`src/rtl/get_r_inverse_pkg.sv`:
```
// Shared constants, FSM encoding and result saturation for the R^-1 stage
// and the downstream get_R_inv_mult_H stage.
package get_r_inverse_pkg;

  localparam int FRAC_BITS = 16;
  localparam int DIV_ITER  = 32;
  localparam int OUT_W     = 32;

  typedef enum logic [2:0] {
    S_IDLE,
    S_DET,
    S_LOAD,
    S_DIV,
    S_STORE,
    S_DONE
  } state_e;

  // Apply the sign to an unsigned quotient magnitude and clamp to the signed range.
  function automatic logic [OUT_W-1:0] sat_signed(input logic neg, input logic [OUT_W-1:0] mag);
    logic [OUT_W-1:0] res;
    if (neg) begin
      res = (mag[OUT_W-1] && (mag[OUT_W-2:0] != '0)) ? {1'b1, {(OUT_W-1){1'b0}}} : -mag;
    end else begin
      res = mag[OUT_W-1] ? {1'b0, {(OUT_W-1){1'b1}}} : mag;
    end
    return res;
  endfunction

endpackage

```
`src/rtl/get_r_inverse_serial_divider_u32.sv`:
```
// 32-bit unsigned restoring divider, one quotient bit per cycle after start.
module serial_divider_u32 #(
  parameter int ITER = 32
) (
  input  logic        clk_i,
  input  logic        rst_ni,
  input  logic        start_i,
  input  logic [31:0] dividend_i,
  input  logic [31:0] divisor_i,
  output logic        done_o,
  output logic [31:0] quotient_o
);

  localparam int CW = (ITER > 1) ? $clog2(ITER) : 1;

  logic          busy_q;
  logic [CW-1:0] cnt_q;
  logic [31:0]   rem_q;
  logic [31:0]   quo_q;
  logic [31:0]   div_q;
  logic [32:0]   remShift;
  logic [32:0]   diff;

  always_comb begin
    remShift = {rem_q, quo_q[31]};
    diff     = remShift - {1'b0, div_q};
  end

  always_ff @(posedge clk_i or negedge rst_ni) begin
    if (!rst_ni) begin
      busy_q <= 1'b0;
      cnt_q  <= '0;
      rem_q  <= '0;
      quo_q  <= '0;
      div_q  <= '0;
    end else if (start_i) begin
      busy_q <= 1'b1;
      cnt_q  <= '0;
      rem_q  <= '0;
      quo_q  <= dividend_i;
      div_q  <= divisor_i;
    end else if (busy_q) begin
      if (!diff[32]) begin
        rem_q <= diff[31:0];
        quo_q <= {quo_q[30:0], 1'b1};
      end else begin
        rem_q <= remShift[31:0];
        quo_q <= {quo_q[30:0], 1'b0};
      end
      cnt_q <= cnt_q + CW'(1);
      if (cnt_q == CW'(ITER - 1)) busy_q <= 1'b0;
    end
  end

  // done_o marks the final iteration; the quotient is complete on the next cycle.
  assign done_o     = busy_q && (cnt_q == CW'(ITER - 1));
  assign quotient_o = quo_q;

endmodule

```
`src/rtl/get_r_inverse.sv`:
```
// 2x2 matrix inverse in Q15.16: exact determinant, then four serial divisions
// of the adjugate elements sharing one divider.
module get_r_inverse #(
  parameter int FRAC_BITS = get_r_inverse_pkg::FRAC_BITS,
  parameter int DIV_ITER  = get_r_inverse_pkg::DIV_ITER
) (
  input  logic                                I_sys_clk,
  input  logic                                I_sys_rstn,
  input  logic                                I_start,
  input  logic [15:0]                         I_R11,
  input  logic [15:0]                         I_R12,
  input  logic [15:0]                         I_R21,
  input  logic [15:0]                         I_R22,
  output logic                                O_busy,
  output logic                                O_done,
  output logic                                O_singular,
  output logic [get_r_inverse_pkg::OUT_W-1:0] O_R11_inv,
  output logic [get_r_inverse_pkg::OUT_W-1:0] O_R12_inv,
  output logic [get_r_inverse_pkg::OUT_W-1:0] O_R21_inv,
  output logic [get_r_inverse_pkg::OUT_W-1:0] O_R22_inv
);

  import get_r_inverse_pkg::*;

  state_e             state_q, state_d;
  logic signed [15:0] r11_q, r12_q, r21_q, r22_q;
  logic signed [31:0] prodA, prodB;
  logic signed [32:0] detNow, det_q;
  logic [1:0]         idx_q;
  logic [OUT_W-1:0]   res0_q, res1_q, res2_q;
  logic [OUT_W-1:0]   inv11_q, inv12_q, inv21_q, inv22_q;
  logic               singular_q;
  logic signed [16:0] adj;
  logic [16:0]        adjMag;
  logic [31:0]        detMag, dividend, quotient;
  logic [OUT_W-1:0]   resultNow;
  logic               divStart, divDone, negRes;

  always_comb begin
    prodA  = r11_q * r22_q;
    prodB  = r12_q * r21_q;
    detNow = {prodA[31], prodA} - {prodB[31], prodB};
    unique case (idx_q)
      2'd0:    adj = {r22_q[15], r22_q};
      2'd1:    adj = -{r12_q[15], r12_q};
      2'd2:    adj = -{r21_q[15], r21_q};
      default: adj = {r11_q[15], r11_q};
    endcase
    adjMag    = adj[16] ? -adj : adj;
    dividend  = 32'(adjMag) << FRAC_BITS;
    detMag    = det_q[32] ? 32'(-det_q) : 32'(det_q);
    negRes    = adj[16] ^ det_q[32];
    resultNow = sat_signed(negRes, quotient);
  end

  always_ff @(posedge I_sys_clk or negedge I_sys_rstn) begin
    if (!I_sys_rstn) state_q <= S_IDLE;
    else             state_q <= state_d;
  end

  always_comb begin
    state_d = state_q;
    unique case (state_q)
      S_IDLE:  if (I_start) state_d = S_DET;
      S_DET:   state_d = (detNow == '0) ? S_DONE : S_LOAD;
      S_LOAD:  state_d = S_DIV;
      S_DIV:   if (divDone) state_d = S_STORE;
      S_STORE: state_d = (idx_q == 2'd3) ? S_DONE : S_LOAD;
      S_DONE:  state_d = S_IDLE;
      default: state_d = S_IDLE;
    endcase
  end

  always_comb begin
    O_busy   = (state_q != S_IDLE);
    O_done   = (state_q == S_DONE);
    divStart = (state_q == S_LOAD);
  end

  // Outputs change only on entry to DONE, so they stay coherent between operations.
  always_ff @(posedge I_sys_clk or negedge I_sys_rstn) begin
    if (!I_sys_rstn) begin
      r11_q <= '0; r12_q <= '0; r21_q <= '0; r22_q <= '0;
      det_q <= '0;
      idx_q <= '0;
      res0_q <= '0; res1_q <= '0; res2_q <= '0;
      inv11_q <= '0; inv12_q <= '0; inv21_q <= '0; inv22_q <= '0;
      singular_q <= 1'b0;
    end else begin
      unique case (state_q)
        S_IDLE: if (I_start) begin
          r11_q <= I_R11; r12_q <= I_R12; r21_q <= I_R21; r22_q <= I_R22;
        end
        S_DET: begin
          det_q <= detNow;
          idx_q <= '0;
          if (detNow == '0) begin
            inv11_q <= '0; inv12_q <= '0; inv21_q <= '0; inv22_q <= '0;
            singular_q <= 1'b1;
          end
        end
        S_STORE: begin
          idx_q <= idx_q + 2'd1;
          unique case (idx_q)
            2'd0: res0_q <= resultNow;
            2'd1: res1_q <= resultNow;
            2'd2: res2_q <= resultNow;
            default: begin
              inv11_q <= res0_q; inv12_q <= res1_q; inv21_q <= res2_q;
              inv22_q <= resultNow;
              singular_q <= 1'b0;
            end
          endcase
        end
        default: ;
      endcase
    end
  end

  serial_divider_u32 #(.ITER(DIV_ITER)) u_div (
    .clk_i      (I_sys_clk),
    .rst_ni     (I_sys_rstn),
    .start_i    (divStart),
    .dividend_i (dividend),
    .divisor_i  (detMag),
    .done_o     (divDone),
    .quotient_o (quotient)
  );

  assign O_R11_inv  = inv11_q;
  assign O_R12_inv  = inv12_q;
  assign O_R21_inv  = inv21_q;
  assign O_R22_inv  = inv22_q;
  assign O_singular = singular_q;

endmodule

```
`config.mk`:
```
export PLATFORM = sky130hd
export DESIGN_NAME = get_r_inverse
export DESIGN_NICKNAME = d
export VERILOG_FILES = /design/src/rtl/get_r_inverse_pkg.sv /design/src/rtl/get_r_inverse_serial_divider_u32.sv /design/src/rtl/get_r_inverse.sv
export SDC_FILE = /design/constraint.sdc
export NUM_CORES = 2
export LEC_CHECK = 0
export CAP_MARGIN = 10
export CORE_MARGIN = 10
export CORE_UTILIZATION = 31
export CTS_CLUSTER_SIZE = 12
export DETAILED_ROUTE_END_ITERATION = 7
export GPL_TIMING_DRIVEN = 0
export PLACE_DENSITY = 0.53
export SLEW_MARGIN = 20
export SYNTH_ARGS = -nofsm -noshare
export SYNTH_HDL_FRONTEND = slang
export SYNTH_HIERARCHICAL = 1
export SYNTH_SLANG_ARGS = --single-unit
```
`constraint.sdc`:
```
create_clock -name I_sys_clk -period 14.8 [get_ports I_sys_clk]
set_input_delay 3.7 -clock I_sys_clk [delete_from_list [all_inputs] [get_ports I_sys_clk]]
set_output_delay 3.7 -clock I_sys_clk [all_outputs]
set_load 0.01 [all_outputs]
```
==> metrics.cfg <==
[grt]
antenna_found_initial=2
grt-ovfl-total=0
grt_max_degree=94
grt_pass1_wl_mm=204
grt_usage=0.174
first_global_vias=32800

[routing]
vias=31600
firstDrtPassIters=7
drcViolationCount=0
wl_per_cell_um=20.8
wirelength_mm=131
drt_iter0_drc=2492
drtAntennaViolNets=0
routed_via_density=5.01

[floorplan]
fp-row-count=134
die_h_um=386
dieWidth_um=386
dieArea_sq_um=149000
core_sq_um=133000
num_io_pins=198
initial_core_util=0.312

[sta]
setup_violations=0
hold_viol=0
clock_skew_ns=0.0670
fin_hold_ws_ns=0.479
fin_crit_sh=0.784
slew_violations=0
setup_slack_ns=3.19
relSlewSlack=0.240
tightest_slew_ns=1.13
rsz0062_at_grt=false
min_period_ns=11.61
fmax_mhz=86.1

[synthesis]
synth_area_leaders=fa_1, dfrtp_1, ha_1
synth_top_area_cell=fa_1
synth_cell_types=94
ys.warnings.count=6
syn-instance-count=4230
synth_area_sq_um=41600
synth_edf_count=0
seq_area_frac_synth=0.258
ys_seq_elements=429
synth_top_area_share=0.284
synth-async-reset-ratio=1.00
synthFlopType=dfrtp_1
avgSynthCellArea_sq_um=9.84

[cells_and_area]
regArea_sq_um=10700
stdcell_count=6306
drive_gt1_frac=0.0503
syn_to_final_growth_pct=14.6
num-fill-cells=13700
nets=5362
multi_input_area_sq_um=27900

[clock_tree]
clkTransAtPathRegs_ns=0.06
cts_sinks=429
cts_tree=built
cts_inserted_buffers=50
cts_resized=0
htree_levels=2
insertion_delay_ns=0.68
hold_buffers=0
cts-root-buf=clkbuf_16
clk_path_buf_depth=3
cts_setup_buffers=0

[worst_setup_path]
cpMostUsedCell=fa_1
max_stage_delay_ns=0.99
slowest_stage=a311oi_1
critPathLaunchType=register
crit_type=register to register
startpoint=r11_q[15]
reg2reg_from=r11_q[15]
cp-end-kind=register
path_max_fanout=10
cp_data_arrival_time_ns=12.08
cp.required_ns=15.27

[power]
irDropWorstVdd_uv=83.5
power.leakage_nw=21.8
powerDensity_nw_per_um2=52.4
p_total_w=0.00250

[run]
cap_violations=0

[placement]
dp.final_hpwl_mm=109
dp_cells=6216
port_buffers=197
pre_cts_ws_ns=3.27
gp_congestion=0.909

[min_path]
hp-class=register to register
min_from=res2_q[10]

[run_status]
status=finished clean

[cells by family after synthesis]
| family | count (synthesis) | share of synthesized area |
|---|---|---|
| AO/OA/AOI/OAI | 722 | 0.118 |
| XOR/XNOR | 133 | 0.0289 |
| adder cells (fa/ha/maj) | 794 | 0.345 |
| buffers and inverters | 793 | 0.0738 |
| flip-flops | 429 | 0.258 |
| multiplexers | 111 | 0.0288 |
| other | 1 | 0.0000901 |
| AND/OR/NAND/NOR | 1247 | 0.147 |
[cell type report]
type,instances,area share
Sequential cell,429,0.225
Clock buffer,69,0.0292
Tap cell,1768,0.0464
Antenna cell,2,0.000105
Clock inverter,18,0.00554
Timing Repair Buffer,204,0.0446
Buffer,257,0.0222
Multi-Input combinational cell,3023,0.585
Inverter,536,0.0422
[stage by stage]
stage	setup TNS, ns	utilization	cell area [sq um]
final	0	0.357	47700
after detailed placement	0	0.345	46000
after CTS	0	0.357	47700
after floorplan	0	-	41700
after global routing	0	0.357	47700
after global placement	-4285.18	0.344	45900
[final timing paths]
kind	endpoint	slack, ns	cells past startpoint
worst max-delay path	O_R22_inv[26]	3.19	31
max in group asynchronous	O_R21_inv[16]	10.45	3
worst max register to register	O_R22_inv[26]	3.19	31
min in group asynchronous	u_div/rem_q[26]	3.00	1
worst min-delay path	res2_q[10]	0.48	2
worst min register to register	res2_q[10]	0.48	2
[report_power, final]
group	switching (W)	leakage (nW)	internal [W]
sequential	0.00000445	5.58	0.00118
clock	0.000533	0.802	0.000732
combinational	0.0000311	15.4	0.0000218
total	0.000569	21.8	0.00193
[cell usage after synthesis, types with 8 or more instances]
master,n
a21o_1,28
a21oi_1,96
a221oi_1,8
a22o_1,105
a311oi_1,26
a31o_2,8
a31oi_1,23
and2_1,312
and3_1,17
buf_1,15
buf_2,22
clkbuf_1,207
dfrtp_1,429
fa_1,590
ha_1,204
inv_1,535
mux2_2,65
mux2i_1,45
nand2_1,528
nand2b_1,21
nand3_1,25
nand4_1,18
nor2_1,161
nor2b_1,29
nor3_1,32
nor4_1,15
o211ai_1,13
o21a_1,9
o21ai_0,238
o21bai_1,10
o22ai_1,16
o2bb2ai_1,28
o31ai_1,19
or2_2,8
or3_1,28
or4_1,22
xnor2_1,95
xor2_1,36
[worst max-delay path, delay by kind of cell (launching register included)]
family / cells / cell delay (ns)
DFF: 1 / 0.32
buffers and inverters: 11 / 2.98
adders and majority gates: 9 / 4.46
and+or+nand+nor: 5 / 1.58
AOI/OAI and AO/OA: 6 / 2.08
[state kept, by name, indices dropped and copies added (netlist names), 32 cells and up]
| register | count |
|---|---|
| O_R11_inv | 32 |
| O_R12_inv | 32 |
| O_R21_inv | 32 |
| O_R22_inv | 32 |
| det_q | 33 |
| res0_q | 32 |
| res1_q | 32 |
| res2_q | 32 |
| u_div/div_q | 32 |
| u_div/quotient_o | 32 |
| u_div/rem_q | 32 |
[layer usage]
metal  GRT usage  share of wire
met2       0.292           0.48
met3      0.0251          0.051
met5           0       0.000084
met1       0.233           0.44
met4      0.0458          0.027
[layout by cell type, fill, tap and decap left out, drive strengths merged, types with 9 or more instances in the layout]
master | Yosys | layout
or4 | 23 | 23
clkdlybuf4s50 | 0 | 196
nand3 | 26 | 26
xor2 | 36 | 36
a31oi | 23 | 23
and2 | 312 | 312
o31ai | 19 | 19
and3 | 17 | 17
inv | 536 | 540
o21bai | 10 | 10
o22ai | 16 | 16
o2bb2ai | 28 | 28
nand4 | 19 | 19
o21a | 9 | 9
conb | 1 | 16
dfrtp | 429 | 429
xnor2 | 97 | 97
ha | 204 | 204
a221oi | 9 | 9
or3 | 29 | 29
nand2 | 528 | 528
fa | 590 | 590
a311oi | 29 | 29
buf | 49 | 56
a21oi | 97 | 97
a22o | 105 | 105
mux2 | 66 | 66
nor3 | 33 | 33
nand2b | 21 | 21
clkbuf | 208 | 278
nor4 | 17 | 17
mux2i | 45 | 45
o21ai | 247 | 247
a21o | 28 | 28
o211ai | 13 | 13
nor2b | 29 | 29
nor2 | 161 | 161
No activity file was read; power rests on OpenSTA's default activity.
